`config.mk`:
```
export PLATFORM = sky130hd
export DESIGN_NAME = dmem_arbiter
export DESIGN_NICKNAME = d
export VERILOG_FILES = /design/src/rtl/dmem_arbiter.sv
export SDC_FILE = /design/constraint.sdc
export NUM_CORES = 1
export LEC_CHECK = 0
export BUFFER_PORTS_ARGS = -buffer_cell sky130_fd_sc_hd__buf_2
export CORE_AREA = 2 2 117 119
export CTS_CLUSTER_DIAMETER = 120
export DETAILED_ROUTE_END_ITERATION = 8
export DIE_AREA = 0 0 119 121
export HOLD_SLACK_MARGIN = 0.02
export PLACE_DENSITY = 0.7
export SLEW_MARGIN = 20
export SYNTH_ARGS = -nofsm -noshare
export SYNTH_HDL_FRONTEND = slang
export SYNTH_SLANG_ARGS = --single-unit
```
`constraint.sdc`:
```
create_clock -name i_clk -period 2.91 [get_ports i_clk]
set_clock_uncertainty 0.05 [all_clocks]
set_input_delay 0.582 -clock i_clk [delete_from_list [all_inputs] [get_ports i_clk]]
set_output_delay 0.582 -clock i_clk [all_outputs]
set_load 0.01 [all_outputs]
```
`src/rtl/dmem_arbiter.sv`:
```
// Data memory arbiter: the pipeline MEM stage owns the port by default; the debug unit is granted
// one word access per request. Define DMEM_ARB_BOUNDS_CHECK_EN for range/alignment checking (o_err).
module dmem_arbiter #(
  parameter int unsigned NB_DATA   = 32,
  parameter int unsigned NB_ADDR   = 32,
  parameter int unsigned MAX_WAIT  = 8,
  parameter int unsigned MEM_BYTES = 1024
) (
  input  logic               i_clk,
  input  logic               i_reset,
  input  logic               i_pipe_read,
  input  logic               i_pipe_write,
  input  logic [NB_ADDR-1:0] i_pipe_addr,
  input  logic [NB_DATA-1:0] i_pipe_wdata,
  input  logic [1:0]         i_pipe_size,
  input  logic               i_pipe_unsigned,
  output logic [NB_DATA-1:0] o_pipe_rdata,
  output logic               o_pipe_stall,
  input  logic               i_dbg_req,
  input  logic               i_dbg_write,
  input  logic [NB_ADDR-1:0] i_dbg_addr,
  input  logic [NB_DATA-1:0] i_dbg_wdata,
  output logic               o_dbg_ack,
  output logic [NB_DATA-1:0] o_dbg_rdata,
  output logic               o_mem_read,
  output logic               o_mem_write,
  output logic [NB_ADDR-1:0] o_mem_addr,
  output logic [NB_DATA-1:0] o_mem_wdata,
  output logic [1:0]         o_mem_size,
  output logic               o_mem_unsigned,
  input  logic [NB_DATA-1:0] i_mem_rdata,
  output logic               o_err
);

  localparam int unsigned WaitW = (MAX_WAIT < 1) ? 1 : $clog2(MAX_WAIT + 1);
  localparam logic [WaitW-1:0] WaitMax = WaitW'(MAX_WAIT);

`ifdef DMEM_ARB_BOUNDS_CHECK_EN
  localparam bit ChkEn = 1'b1;
`else
  localparam bit ChkEn = 1'b0;
`endif

  typedef enum logic [1:0] {StPipe, StDbgAcc, StDbgResp} state_e;

  state_e             state_q;
  logic [WaitW-1:0]   wait_cnt_q;
  logic               rearm_block_q;
  logic               pipe_rd_q;
  logic               pipe_rd_bad_q;
  logic               dbg_wr_q;
  logic               dbg_bad_q;
  logic               err_q;
  logic [NB_DATA-1:0] pipe_hold_q;
  logic [NB_DATA-1:0] dbg_rdata_q;

  logic               pipe_busy;
  logic               pipe_rd;
  logic               acc_rd;
  logic               acc_wr;
  logic               acc_bad;
  logic [NB_ADDR-1:0] acc_addr;
  logic [1:0]         acc_size;
  logic [NB_DATA-1:0] pipe_rdata;
  logic [NB_DATA-1:0] dbg_rdata;

  assign pipe_busy = i_pipe_read | i_pipe_write;
  assign pipe_rd   = i_pipe_read & ~i_pipe_write;

  // Access source selected by the state register, so a grant never glitches the current cycle.
  always_comb begin
    acc_rd         = 1'b0;
    acc_wr         = 1'b0;
    acc_addr       = i_pipe_addr;
    acc_size       = i_pipe_size;
    o_mem_wdata    = i_pipe_wdata;
    o_mem_unsigned = i_pipe_unsigned;
    case (state_q)
      StPipe: begin
        acc_rd = pipe_rd;
        acc_wr = i_pipe_write;
      end
      StDbgAcc: begin
        acc_rd         = ~i_dbg_write;
        acc_wr         = i_dbg_write;
        acc_addr       = i_dbg_addr;
        acc_size       = 2'b11;
        o_mem_wdata    = i_dbg_wdata;
        o_mem_unsigned = 1'b0;
      end
      default: begin
        acc_addr       = i_dbg_addr;
        acc_size       = 2'b11;
        o_mem_wdata    = i_dbg_wdata;
        o_mem_unsigned = 1'b0;
      end
    endcase
  end

  always_comb begin
    acc_bad = 1'b0;
    if (ChkEn) begin
      if (acc_addr >= NB_ADDR'(MEM_BYTES)) acc_bad = 1'b1;
      if ((acc_size == 2'b01) && acc_addr[0]) acc_bad = 1'b1;
      if (acc_size[1] && (acc_addr[1:0] != 2'b00)) acc_bad = 1'b1;
    end
  end

  // Reset gates the strobes so an access in flight when reset hits never reaches memory.
  assign o_mem_read  = acc_rd & ~acc_bad & ~i_reset;
  assign o_mem_write = acc_wr & ~acc_bad & ~i_reset;
  assign o_mem_addr  = acc_addr;
  assign o_mem_size  = acc_size;

  assign pipe_rdata   = pipe_rd_q ? (pipe_rd_bad_q ? '0 : i_mem_rdata) : pipe_hold_q;
  assign dbg_rdata    = ((state_q == StDbgResp) && !dbg_wr_q) ?
                        (dbg_bad_q ? '0 : i_mem_rdata) : dbg_rdata_q;
  assign o_pipe_rdata = pipe_rdata;
  assign o_dbg_rdata  = dbg_rdata;
  assign o_pipe_stall = (state_q != StPipe);
  assign o_dbg_ack    = (state_q == StDbgResp) & ~i_reset;
  assign o_err        = ChkEn ? err_q : 1'b0;

  always_ff @(posedge i_clk) begin
    if (i_reset) begin
      state_q       <= StPipe;
      wait_cnt_q    <= '0;
      rearm_block_q <= 1'b0;
      pipe_rd_q     <= 1'b0;
      pipe_rd_bad_q <= 1'b0;
      dbg_wr_q      <= 1'b0;
      dbg_bad_q     <= 1'b0;
      err_q         <= 1'b0;
      pipe_hold_q   <= '0;
      dbg_rdata_q   <= '0;
    end else begin
      pipe_rd_q     <= (state_q == StPipe) & pipe_rd;
      pipe_rd_bad_q <= acc_bad;
      err_q         <= err_q | (acc_bad & (acc_rd | acc_wr));
      if (pipe_rd_q) pipe_hold_q <= pipe_rdata;
      case (state_q)
        StPipe: begin
          rearm_block_q <= 1'b0;
          if (!i_dbg_req || rearm_block_q) begin
            wait_cnt_q <= '0;
          end else if (!pipe_busy || (wait_cnt_q == WaitMax)) begin
            state_q    <= StDbgAcc;
            wait_cnt_q <= '0;
          end else begin
            wait_cnt_q <= wait_cnt_q + 1'b1;
          end
        end
        StDbgAcc: begin
          state_q   <= StDbgResp;
          dbg_wr_q  <= i_dbg_write;
          dbg_bad_q <= acc_bad;
        end
        default: begin
          state_q       <= StPipe;
          rearm_block_q <= 1'b1;
          if (!dbg_wr_q) dbg_rdata_q <= dbg_rdata;
        end
      endcase
    end
  end

endmodule

```
==> results.sh <==
export IMPL_status="finished clean"
export IMPL_clock_sinks=73
export IMPL_cp_max_fo=12
export IMPL_grt_max_degree=71
export IMPL_stdcell_area_mm2=0.00581
export IMPL_hold_viol=0
export IMPL_timing_fmax_mhz=389
export IMPL_rows=42
export IMPL_maxUsedRoutingLayer="met5"
export IMPL_tns_ns=0
export IMPL_min_path_cells=2
export IMPL_dp_hpwl_um=10300
export IMPL_setup_viol_count_final=0
export IMPL_initial_core_util=0.297
export IMPL_switching_share=0.277
export IMPL_fin_nets=934
export IMPL_cts_buffers_inserted=9
export IMPL_rrSetupSlack_ns=1.12
export IMPL_rsz0062_at_grt="no"
export IMPL_syn_instance_count=474
export IMPL_wl_met2_um=6120
export IMPL_relSlewSlack=0.505
export IMPL_postCtsResizedCells=0
export IMPL_overflow=0
export IMPL_reg2regPathDepth=5
export IMPL_yosys_warnings=0
export IMPL_detail_route_iter0_violations=126
export IMPL_h_tree_depth=3
export IMPL_async_reset_ff_frac=0
export IMPL_r2r_start="state_q[1]"
export IMPL_p_total_mw=2.55
export IMPL_ys_seq_elements=73
export IMPL_synthesis_area_mm2=0.00389
export IMPL_combPwrFrac=0.200
export IMPL_slew_violations=0
export IMPL_synth_area_leader_cell="dfxtp_1"
export IMPL_drcViolationCount=0
export IMPL_drt_met1_wl_um=5230
export IMPL_pwr_share_clk=0.395
export IMPL_wl_um=13000
export IMPL_crit_arrival_ns=1.94
export IMPL_crit_path_end_kind="primary output"
export IMPL_die_y_um=121
export IMPL_hold_path_endpoint="rearm_block_q"
export IMPL_syn_to_final_growth_pct=49.6
export IMPL_syn_nets=645
export IMPL_die_w_um=119
export IMPL_met3_wirelength_um=1320
export IMPL_clockBufferDepth=2
export IMPL_n_antenna_cell=0
export IMPL_p_seq_frac=0.404
export IMPL_drtAntennaViolNets=0
export IMPL_layout_drive_gt1_share=0.507
export IMPL_crit_chain="nand2b_4, nor2_8, buf_4, mux2_4, buf_2"
export IMPL_via_count=4027
export IMPL_synth_most_common_cell="nand2_1"
export IMPL_fin_hold_ws_ns=0.427
export IMPL_hp_start="rearm_block_q"
export IMPL_cts_setup_buffers=0
export IMPL_yosysSeqAreaShare=0.376
export IMPL_place_congestion=0.828
export IMPL_clk_latency_ns=0.32
export IMPL_cp_start_kind="register"
export IMPL_multiInputGateArea_mm2=0.00225
export IMPL_synth_top_cells_by_count="nand2_1 (196), dfxtp_1 (73), nor2b_1 (65), mux2_4 (30), mux2_2 (29)"
export IMPL_worstHoldPathType="register to register"
export IMPL_ys_flop_type="dfxtp_1"
export IMPL_pin_count=305
export IMPL_cts_hold_buf=0
export IMPL_p_leak_nw=3.24
export IMPL_slowest_stage="dfxtp_1"
export IMPL_yosysTopAreaCellShare=0.376
export IMPL_vias_per_cell=4.27
export IMPL_ir_worst_vdd_mv=0.331
export IMPL_pre_cts_slack_ns=0.659
export IMPL_p_sw_uw=707
export IMPL_die_area_mm2=0.0144
export IMPL_grt_use_total=0.171
export IMPL_fin_crit_sh=0.882
export IMPL_path_buf_inv=2
export IMPL_fill_cells=1319
export IMPL_setup_slack_ns=0.342
export IMPL_synth_area_leaders="dfxtp_1 (38%), nand2_1 (19%), mux2_4 (12%), nor2b_1 (10%), mux2_2 (8.4%)"
export IMPL_antenna_found_initial=1
export IMPL_p_int_mw=1.85
export IMPL_design_core_area_mm2=0.0131
export IMPL_ys_types=33
export IMPL_synth_edf_count=0
export IMPL_grt_pass1_wl_um=19300
export IMPL_cts_tree="done"
export IMPL_routedWlPerCell_um=13.8
export IMPL_slowest_delay_ns=0.54
export IMPL_max_cap_violations=0
export IMPL_grt_pass1_vias=3774
export IMPL_register_area_mm2=0.00146
export IMPL_timing_rr_end="dbg_rdata_q[11]"
export IMPL_fin_crit_ns=2.57
export IMPL_path_clk_slew_ns=0.06
export IMPL_cp_top_family="flip-flops"
export IMPL_drt_pass1_iter_count=4
export IMPL_crit_type="register to primary output"
export IMPL_syn_avg_cell_area_um2=8.20
export IMPL_clock_root_buffer="clkbuf_16"
export IMPL_portBuffers=303
export IMPL_place_area_mm2=0.00554
export IMPL_cp_data_required_time_ns=2.28
export IMPL_worst_slew_pin_slew_ns=0.742
export IMPL_powerDensity_mw_per_mm2=439
[power groups by stage]
stage / Sequential [mW] / Combinational (mW) / Clock, mW
CTS: 1.03 / 0.516 / 1.03
finish: 1.03 / 0.511 / 1.01
global route: 1.03 / 0.558 / 1.08
detailed placement: 1.05 / 0.514 / 0
global placement: 1.05 / 0.511 / 0
floorplan: 1.05 / 0.249 / 0
[worst min-delay path, cell delays in order, from the launching register on]
cell     delay [ns]
dfxtp_1        0.32
a21oi_1        0.06
nor2_1         0.07
[state kept, by name, indices dropped and copies added, names as in the netlist]
register,count
dbg_rdata_q,32
dbg_wr_q,1
pipe_hold_q,32
pipe_rd_q,1
rearm_block_q,1
state_q,2
wait_cnt_q,4
[how the worst max path moves through the flow]
stage	cells past startpoint	slack [ns]	to	from
final	5	0.34	o_dbg_rdata[11]	state_q[1]
after CTS	5	0.31	o_dbg_rdata[11]	state_q[1]
after global routing	5	0.21	o_dbg_rdata[9]	state_q[1]
after floorplan	3	1.00	o_mem_read	i_reset
after global placement	5	0.71	o_dbg_rdata[9]	state_q[1]
after detailed placement	5	0.66	o_dbg_rdata[11]	state_q[1]
[area by class of cell]
cell class | instances | area share
Inverter | 4 | 0.00258
Tap cell | 176 | 0.0379
Clock inverter | 6 | 0.00732
Multi-Input combinational cell | 365 | 0.387
Timing Repair Buffer | 310 | 0.274
Clock buffer | 10 | 0.0394
Sequential cell | 73 | 0.251
[cell usage in the layout, fill, tap and decap left out, drive strengths merged, types with 3 or more instances in the layout]
master    n
buf     310
nand2   196
nor2      8
a21oi     5
mux2     64
nor3b     3
nor3      3
clkbuf   10
dfxtp    73
nand3     5
nand2b    3
inv       6
nor2b    65
[kinds of logic (layout without fill, tap and decap cells)]
| family | Yosys count | after routing | share of synthesized area |
|---|---|---|---|
| and+or+nand+nor | 289 | 289 | 0.342 |
| buffers and inverters | 36 | 330 | 0.0460 |
| DFF | 73 | 73 | 0.376 |
| adders and majority gates | 2 | 2 | 0.00644 |
| AOI/OAI and AO/OA | 7 | 7 | 0.00934 |
| other | 1 | 1 | 0.000965 |
| muxes | 66 | 66 | 0.220 |
[per-layer routing]
metal,GRT usage,vias up
met3,0.0597,21
met4,0.0685,2
met1,0.195,1749
met5,0,-
met2,0.293,192
li1,-,2063
[through the flow]
| step | std cells | util |
|---|---|---|
| floorplan | 474 | - |
| CTS | 944 | 0.444 |
| global route | 944 | 0.444 |
| global placement | 928 | 0.424 |
| finish | 944 | 0.444 |
| detailed placement | 928 | 0.424 |
Note: power is estimated with default switching activity, not from simulation.
